File: config.mk
export PLATFORM = sky130hd
export DESIGN_NAME = spike_rate_encoder
export DESIGN_NICKNAME = d
export VERILOG_FILES = /design/src/rtl/snn_pkg.sv /design/src/rtl/lfsr16.sv /design/src/rtl/spike_rate_encoder.sv
export SDC_FILE = /design/constraint.sdc
export NUM_CORES = 1
export LEC_CHECK = 0
export BUFFER_PORTS_ARGS = -buffer_cell sky130_fd_sc_hd__buf_4
export CORE_MARGIN = 2
export CORE_UTILIZATION = 30
export CTS_CLUSTER_DIAMETER = 150
export DETAILED_ROUTE_END_ITERATION = 16
export PLACE_DENSITY = 0.58
export RECOVER_POWER = 100
export REMOVE_ABC_BUFFERS = 1
export SLEW_MARGIN = 5
export SYNTH_ARGS = -nofsm -noshare
export SYNTH_HDL_FRONTEND = slang
export SYNTH_SLANG_ARGS = --single-unit
File: constraint.sdc
create_clock -name clk -period 1.7 [get_ports clk]
set_input_delay 0.255 -clock clk [delete_from_list [all_inputs] [get_ports clk]]
set_output_delay 0.255 -clock clk [all_outputs]
set_load 0.01 [all_outputs]
File: src/rtl/snn_pkg.sv
// Shared types and LFSR constants for the spiking front end.
// The LFSR step lives here so the generator and any predictor agree on one definition.
package snn_pkg;

    typedef enum logic [1:0] {
        IDLE = 2'd0,
        RUN  = 2'd1,
        DONE = 2'd2
    } enc_state_t;

    localparam int LFSR_WIDTH = 16;
    localparam logic [LFSR_WIDTH-1:0] LFSR_MASK = 16'hB400;

    // Right-shifting Galois form: the bit shifted out decides whether the taps are applied.
    function automatic logic [LFSR_WIDTH-1:0] lfsr_step(input logic [LFSR_WIDTH-1:0] s);
        return s[0] ? ((s >> 1) ^ LFSR_MASK) : (s >> 1);
    endfunction

endpackage

File: src/rtl/lfsr16.sv
// 16-bit Galois LFSR with synchronous seed load and step enable.
// Reset returns the register to its seed so a fresh presentation is reproducible.
module lfsr16
    import snn_pkg::*;
(
    input  logic                  clk,
    input  logic                  rst,
    input  logic                  load,
    input  logic [LFSR_WIDTH-1:0] seed,
    input  logic                  en,
    output logic [LFSR_WIDTH-1:0] value
);

    always_ff @(posedge clk or negedge rst) begin
        if (!rst) begin
            value <= seed;
        end else if (load) begin
            value <= seed;
        end else if (en) begin
            value <= lfsr_step(value);
        end
    end

endmodule

File: src/rtl/spike_rate_encoder.sv
// Rate-codes latched pixel intensities into per-channel spike trains over a fixed window.
// Each channel compares its pixel against the top bits of its own LFSR every timestep.
module spike_rate_encoder
    import snn_pkg::*;
#(
    parameter int              NUM_INPUTS  = 4,
    parameter int              PIXEL_WIDTH = 8,
    parameter int              WINDOW      = 100,
    parameter logic [15:0]     SEED        = 16'hACE1
)
(
    input  logic                              clk,
    input  logic                              rst,
    input  logic                              start,
    input  logic                              stop,
    input  logic [NUM_INPUTS*PIXEL_WIDTH-1:0] pixel_in,
    output logic [NUM_INPUTS-1:0]             spike_out,
    output logic                              busy,
    output logic                              done,
    output logic [15:0]                       timestep
);

    localparam logic [15:0] LAST_TS = 16'(WINDOW - 1);

    enc_state_t              state;
    enc_state_t              state_next;
    logic [PIXEL_WIDTH-1:0]  pixel_reg [NUM_INPUTS];
    logic [LFSR_WIDTH-1:0]   lfsr_val  [NUM_INPUTS];
    logic [NUM_INPUTS-1:0]   spike_next;
    logic                    launch;
    logic                    advance;
    logic                    lfsr_en;

    // Saturated pixels always fire; otherwise fire when intensity beats the random draw.
    function automatic logic spike_bit(input logic [PIXEL_WIDTH-1:0] pix,
                                       input logic [LFSR_WIDTH-1:0]  lfsr);
        logic [PIXEL_WIDTH-1:0] rnd;
        rnd = lfsr[LFSR_WIDTH-1 -: PIXEL_WIDTH];
        return (&pix) || (pix > rnd);
    endfunction

    assign launch  = (state == IDLE) && start;
    assign advance = (state == RUN) && (state_next == RUN);
    assign lfsr_en = (state == RUN);
    assign busy    = (state == RUN);
    assign done    = (state == DONE);

    always_comb begin
        state_next = state;
        case (state)
            IDLE: if (start) state_next = RUN;
            RUN: begin
                if (stop)                       state_next = IDLE;
                else if (timestep == LAST_TS)   state_next = DONE;
            end
            DONE:    state_next = IDLE;
            default: state_next = IDLE;
        endcase
    end

    // The spike register is loaded one step ahead: on launch from the seeds, in RUN from the
    // value each LFSR is about to take, so spike_out lines up with the timestep shown.
    always_comb begin
        spike_next = '0;
        for (int i = 0; i < NUM_INPUTS; i++) begin
            if (launch) begin
                spike_next[i] = spike_bit(pixel_in[i*PIXEL_WIDTH +: PIXEL_WIDTH],
                                          16'(SEED + i));
            end else if (advance) begin
                spike_next[i] = spike_bit(pixel_reg[i], lfsr_step(lfsr_val[i]));
            end
        end
    end

    always_ff @(posedge clk or negedge rst) begin
        if (!rst) begin
            state     <= IDLE;
            spike_out <= '0;
            timestep  <= '0;
            for (int i = 0; i < NUM_INPUTS; i++) begin
                pixel_reg[i] <= '0;
            end
        end else begin
            state     <= state_next;
            spike_out <= spike_next;
            if (launch) begin
                timestep <= '0;
                for (int i = 0; i < NUM_INPUTS; i++) begin
                    pixel_reg[i] <= pixel_in[i*PIXEL_WIDTH +: PIXEL_WIDTH];
                end
            end else if (advance) begin
                timestep <= timestep + 16'd1;
            end
        end
    end

    for (genvar gi = 0; gi < NUM_INPUTS; gi++) begin : g_lfsr
        localparam logic [LFSR_WIDTH-1:0] SEED_I = 16'(SEED + gi);
        lfsr16 u_lfsr (
            .clk   (clk),
            .rst   (rst),
            .load  (launch),
            .seed  (SEED_I),
            .en    (lfsr_en),
            .value (lfsr_val[gi])
        );
    end

endmodule
==> results of run 1 <==
-- through the flow --
step                setup slack (ps)  instance area, sq um  std cells    util  hold WS, ps
floorplan                      -1825                  5588        590       -       -40.59
global placement               4.194                  6695        920  0.3591        192.2
detailed placement            -76.37                  6695        920  0.3591        196.4
CTS                          0.06151                  7467        958  0.4005        21.26
global route                  -52.97                  7629        962  0.4092        38.65
finish                         6.074                  7629        962  0.4092        31.76
-- metal layers --
layer / wire, um / share of wire / GRT usage
met5: 0 / 0 / 0
met4: 169 / 0.012 / 0.04895
met3: 397 / 0.029 / 0.03004
met2: 6595 / 0.49 / 0.2351
met1: 6368 / 0.47 / 0.1899
-- layout make-up --
class | instances | share of cell area
Sequential cell | 118 | 0.3927
Multi-Input combinational cell | 450 | 0.3544
Tap cell | 234 | 0.03838
Clock inverter | 8 | 0.01575
Timing Repair Buffer | 107 | 0.1210
Clock buffer | 23 | 0.06528
Inverter | 22 | 0.01247
-- power by group --
| part | switching, uW | internal (uW) |
|---|---|---|
| Clock | 1230 | 2480 |
| Combinational | 1540 | 1400 |
| Sequential | 543 | 3710 |
| Total | 3310 | 7590 |
-- repair_timing --
item	CTS	global route
gates cloned	2	0
resized for setup	13	36
endpoints found under the hold margin	15	0
endpoints found under the setup margin	11	22
setup buffers	4	4
hold buffers	1	0
pin swaps	4	24
-- cells in the mapped netlist, drive strengths merged --
cell type and n:
dfstp 33, and2 1, xor2 8, o21ai 39, buf 7, or3 1, nor3 11, and4 2
o211ai 26, and2b 1, nor2b 4, ha 33, a21oi 20, clkbuf 22, nand4b 1, mux2i 3
dfrtp 85, nand3 39, nand2b 6, nand2 190, inv 22, nand4 18, or2 4, o31ai 2
o22ai 4, nor2 18, nor4 4, xnor2 14, or3b 1
-- critical path, stage by stage (launching register included) --
cell and delay [ps]:
dfrtp_1 390, buf_6 120, nand2b_4 150, buf_12 130
clkinv_8 40, buf_12 90, buf_6 90
-- cells in the final DEF, fill, tap and decap left out, types with 3 or more instances in the layout --
cell type	synthesis	final
nand2_1	189	188
dfrtp_1	85	84
buf_4	0	81
nand3_1	39	37
o21ai_0	38	36
dfstp_2	33	33
ha_1	33	30
o211ai_1	26	26
inv_1	22	19
a21oi_1	20	19
nand4_1	18	18
clkbuf_16	0	17
nor2_1	15	15
xnor2_2	0	8
xor2_1	8	8
nor3_1	10	7
clkbuf_1	22	7
xnor2_1	14	6
buf_6	0	6
buf_12	0	6
nand2b_1	6	5
clkbuf_8	0	5
nor2b_1	4	4
nor3_2	1	3
o22ai_1	4	3
mux2i_1	3	3
bufinv_16	0	3
clkinv_2	0	3
clkbuf_2	0	3
-- how the worst max path moves through the flow --
stage	end	slack, ps	cells past startpoint
floorplan	g_lfsr[1].u_lfsr.value[0]$_DFFE_PN0P_	-1830	3
global placement	timestep[3]$_DFFE_PN0P_	4	6
detailed placement	timestep[3]$_DFFE_PN0P_	-80	6
CTS	busy	0.06	6
global route	timestep[13]$_DFFE_PN0P_	-50	7
finish	busy	6	6
-- cells by family after synthesis --
kind of cell | count (synthesis)
and+or+nand+nor | 301
DFF | 118
AOI/OAI and AO/OA | 91
buffers and inverters | 51
adders and majority gates | 33
xor gates and xnor gates | 22
muxes | 3
==> impl_metrics.yaml, run 1 <==
run_status:
  status: "completed"
drt:
  drcViolationCount: 0
  vias: 4646
  routedWlPerCell_um: 14.06
  drt_iter0_drc: 214
  drt_wl_total_mm: 13.53
  ant_nets: 0
  viasPerCell: 4.830
  drt-pass1-iter-count: 6
clocking:
  cts_max_level: 4
  cts_sinks: 118
  tritoncts.num_buffers: 17
  cts_root_buf: "clkbuf_16"
  clk_latency_ps: 420
  cts_buffer_depth: 2
  cts_tree: "built"
  clk_pin_slew_worst_paths_ps: 50
die:
  die_x_um: 141.8
  die_area_sq_um: 20110
  core_area_sq_um: 18640
  die_h_um: 141.8
  boundaryPins: 58
  start_util: 0.3056
  fp-row-count: 50
timing:
  rsz0062_at_grt: "yes"
  finalSetupTns_ps: 0
  worst_pin_slew_ps: 631.2
  clock.fmax_mhz: 590.3
  slew-limit-headroom: 0.5792
  setup_viol: 0
  slew_violations: 0
  fin_crit_ps: 1694
  hold_violations: 0
  fin_crit_sh: 0.9964
  final.setup_skew_ps: 7.744
setup_path:
  cp.required_ps: 1440
  rr_endpoint: "spike_out[2]$_DFF_PN0_"
  startpoint: "state[1]$_DFF_PN0_"
  crit_path_end_kind: "primary output"
  rrSetupSlack_ps: 20
  start_kind: "register"
  critPathArrivalTime_ps: 1440
  rr_worst_depth: 6
  reg2reg_from: "g_lfsr[2].u_lfsr.value[0]$_DFFE_PN1P_"
  path_class: "register to primary output"
  worstPathMaxFanout: 3
synth:
  ys_warn_count: 0
  synth_area_per_cell_sq_um: 9.205
  synth_top_area_cell: "dfrtp_1"
  synthAdderAreaFrac: 0.07246
  synth_area_sq_um: 5698
  synth_compound_area_frac: 0.09310
  synth_simple_gate_area_frac: 0.2361
  ys_seq_area_frac: 0.5255
  synth_top_family_by_area: "simple AND/OR/NAND/NOR gates"
  synth_mux_area_frac: 0.005270
  synthCells: 619
  synth.distinct_cells: 35
  synth_top_area_frac: 0.3733
  synth_area_leaders: "dfrtp_1, dfstp_2, nand2_1"
  yosys_register_bits: 118
  synth_xor_area_frac: 0.03382
layout:
  seq_area_sq_um: 2995
  diodes: 0
  largest_register_ffs: 64
  syn_to_final_growth_pct: 33.88
  finalNetCount: 785
  fill_cells: 1860
  multi_input_area_sq_um: 2704
  drive_gt1_frac: 0.2802
power_and_ir_drop:
  total_power_uw: 10900
  irDropWorstVdd_uv: 690.0
  cellPowerDensity_nw_per_um2: 1429
  leakage_uw: 0.003594
hold_path:
  worstHoldPathCells: 3
  hold_class: "input port to register"
  hold_start: "pixel_in[28]"
  min_to: "pixel_reg[4]$_DFFE_PN0P_"
global_routing:
  grt-ovfl-total: 0
  grt_usage: 0.1436
  grt_pass1_wl_mm: 22.94
  first_global_vias: 4661
  grt_max_degree: 43
  antenna_found_initial: 0
flow_run:
  maxCapViolCount: 0
placed_design:
  place.gp.congestion: 0.7908
  dp_hpwl_mm: 8.902
  port_buffers: 57
Power figures use the tool's default switching activity.
==> run 2: changes to the inputs <==
--- a/config.mk
+++ b/config.mk
@@ -11,8 +11,7 @@
 export CTS_CLUSTER_DIAMETER = 150
 export DETAILED_ROUTE_END_ITERATION = 16
 export PLACE_DENSITY = 0.58
-export RECOVER_POWER = 100
-export REMOVE_ABC_BUFFERS = 1
+export RECOVER_POWER = 25
 export SLEW_MARGIN = 5
 export SYNTH_ARGS = -nofsm -noshare
 export SYNTH_HDL_FRONTEND = slang
==> run 2 against run 1 <==
Compared with the run above:
- the flow now finishes with violations (setup timing)
- worst setup slack worse by 34 ps
- maximum frequency fell by 2.0%
- clock power up 10%
- sequential power is essentially flat
- register-to-register slack got worse by 50 ps
- via count down 1.7%
- sequential share of layout area grew 0.45 points
- wire length is 1.6% lower
==> impl_metrics.yaml, run 2 (synthesis results as in run 1) <==
run_status:
  status: "finished, violations left"
  violations: "setup timing"
layout:
  layout_commonest_cell: "nand2_1"
  drive_gt1_frac: 0.2671
  diodes: 0
  fin_area_sq_um: 7545
  final_cell_mix: "nand2_1, dfrtp_1, buf_4, o21ai_0, nand3_1"
  finish.utilization: 0.4047
  largest_register_ffs: 64
  syn_to_final_growth_pct: 32.41
  finalNetCount: 771
  fill_cells: 1861
power_and_ir_drop:
  leakage_uw: 0.003580
  cellPowerDensity_nw_per_um2: 1482
  irDropWorstVdd_uv: 805.8
placed_design:
  dpl-instance-area_sq_um: 6613
  place.gp.congestion: 0.7909
  port_buffers: 57
  dp_hpwl_mm: 8.098
die:
  die_x_um: 141.8
  fp-row-count: 50
  start_util: 0.3056
  boundaryPins: 58
  die_area_sq_um: 20110
  die_h_um: 141.8
  core_area_sq_um: 18640
setup_path:
  max_stage_delay_ps: 630
  start_kind: "register"
  cp.required_ps: 1990
  crit_slowest_cell: "dfstp_2"
  path_class: "register to register"
  startpoint: "g_lfsr[2].u_lfsr.value[0]$_DFFE_PN1P_"
  path_cells: "xnor2_2 -> ha_1 -> a21oi_1 -> o21ai_0 -> nor3_1 -> o22ai_1"
  path_buf_inv: 0
  worstPathMaxFanout: 4
  reg2reg_from: "g_lfsr[2].u_lfsr.value[0]$_DFFE_PN1P_"
  cp_top_family: "flip-flops"
  critPathArrivalTime_ps: 2020
  crit_path_end_kind: "register"
  rrSetupSlack_ps: -30
drt:
  drcViolationCount: 0
  vias: 4566
  viasPerCell: 4.811
  drt_iter0_drc: 200
  routedWlPerCell_um: 14.03
  ant_nets: 0
  drt_wl_total_mm: 13.32
  drt-pass1-iter-count: 5
timing:
  worst_pin_slew_ps: 682.1
  final.setup_skew_ps: 5.796
  clock.fmax_mhz: 578.6
  slew_violations: 0
  slew-limit-headroom: 0.5453
  finalSetupTns_ps: -28.26
  fin_crit_sh: 1.017
  rsz0062_at_grt: "yes"
  setup_slack_ps: -28.26
  fin_crit_ps: 1728
  hold_violations: 0
  setup_viol: 1
clocking:
  clk_pin_slew_worst_paths_ps: 50
  cts_tree: "built"
  cts_buffer_depth: 2
  cts_sinks: 118
  cts_max_level: 4
  clk_latency_ps: 410
  cts_root_buf: "clkbuf_16"
  tritoncts.num_buffers: 17
global_routing:
  antenna_found_initial: 1
  grt_usage: 0.1383
  first_global_vias: 4514
  grt-ovfl-total: 0
  grt_max_degree: 59
  grt_pass1_wl_mm: 22.11
hold_path:
  hold_class: "input port to register"
  hold_start: "pixel_in[20]"
flow_run:
  maxCapViolCount: 0
synth:
  synth_nets: 688
run 2: cell count changes in the layout (fill, tap and decap cells not counted), sizes merged:
| cell | before | now |
|---|---|---|
| bufinv | 3 | 6 |
| clkbuf | 34 | 24 |
| inv | 21 | 22 |
| clkinvlp | 2 | 0 |
| buf | 93 | 87 |
| bufbuf | 2 | 3 |
run 2: repair_timing:
| action | 4_1_cts | 5_1_grt |
|---|---|---|
| buffers inserted | 2 | 2 |
| cloned | 3 | 0 |
| setup endpoints to repair | 8 | 15 |
| hold buffers | 1 | 0 |
| resized for setup | 7 | 22 |
| endpoints found under the hold margin | 17 | 0 |
| pin swaps | 3 | 17 |
run 2: area by class of cell:
type                    count  area (sq um)  share of cell area
flip-flops and latches    118          2997              0.3972
multi-input cells         450          2664              0.3531
repair buffers             93         839.6              0.1113
clock buffers              22         464.2             0.06153
well taps                 234         292.8             0.03881
clock inverters            10         200.2             0.02653
inverters                  22         87.58             0.01161
run 2: metal layers:
metal,vias to the layer above,GRT usage,part of all wire
li1,2271,-,-
met1,2218,0.1865,0.50
met2,67,0.2195,0.46
met3,10,0.04117,0.037
met4,0,0.03316,0.0066
met5,-,0,0
run 2: final timing paths:
kind | endpoint | depth (start not counted)
worst min-delay path | pixel_reg[12]$_DFFE_PN0P_ | 3
worst max register to register | spike_out[2]$_DFF_PN0_ | 6
min in group asynchronous | g_lfsr[2].u_lfsr.value[9]$_DFFE_PN0P_ | 2
max in group asynchronous | g_lfsr[3].u_lfsr.value[0]$_DFFE_PN0P_ | 3
worst max-delay path | spike_out[2]$_DFF_PN0_ | 6
worst min register to register | g_lfsr[0].u_lfsr.value[3]$_DFFE_PN0P_ | 2
run 2: tightest hold or removal path: stages:
cell     delay, ps
buf_4           80
nand2_1         40
nand2_1         40
run 2: metrics by stage:
step,hold slack [ps],power (uW),setup slack (ps),std cells
global route,26.17,11880,-92.88,949
CTS,22.30,11120,-0.7075,947
finish,35.43,11180,-28.26,949
floorplan,-40.59,5957,1.846,619
global placement,205.6,6734,23.39,909
detailed placement,205.5,6807,1.423,909
run 2: where the power goes:
part,total [uW],internal [uW],switching [uW]
Sequential,4260,3710,549
Clock,4090,2820,1270
Combinational,2830,1340,1490
Total,11200,7870,3310
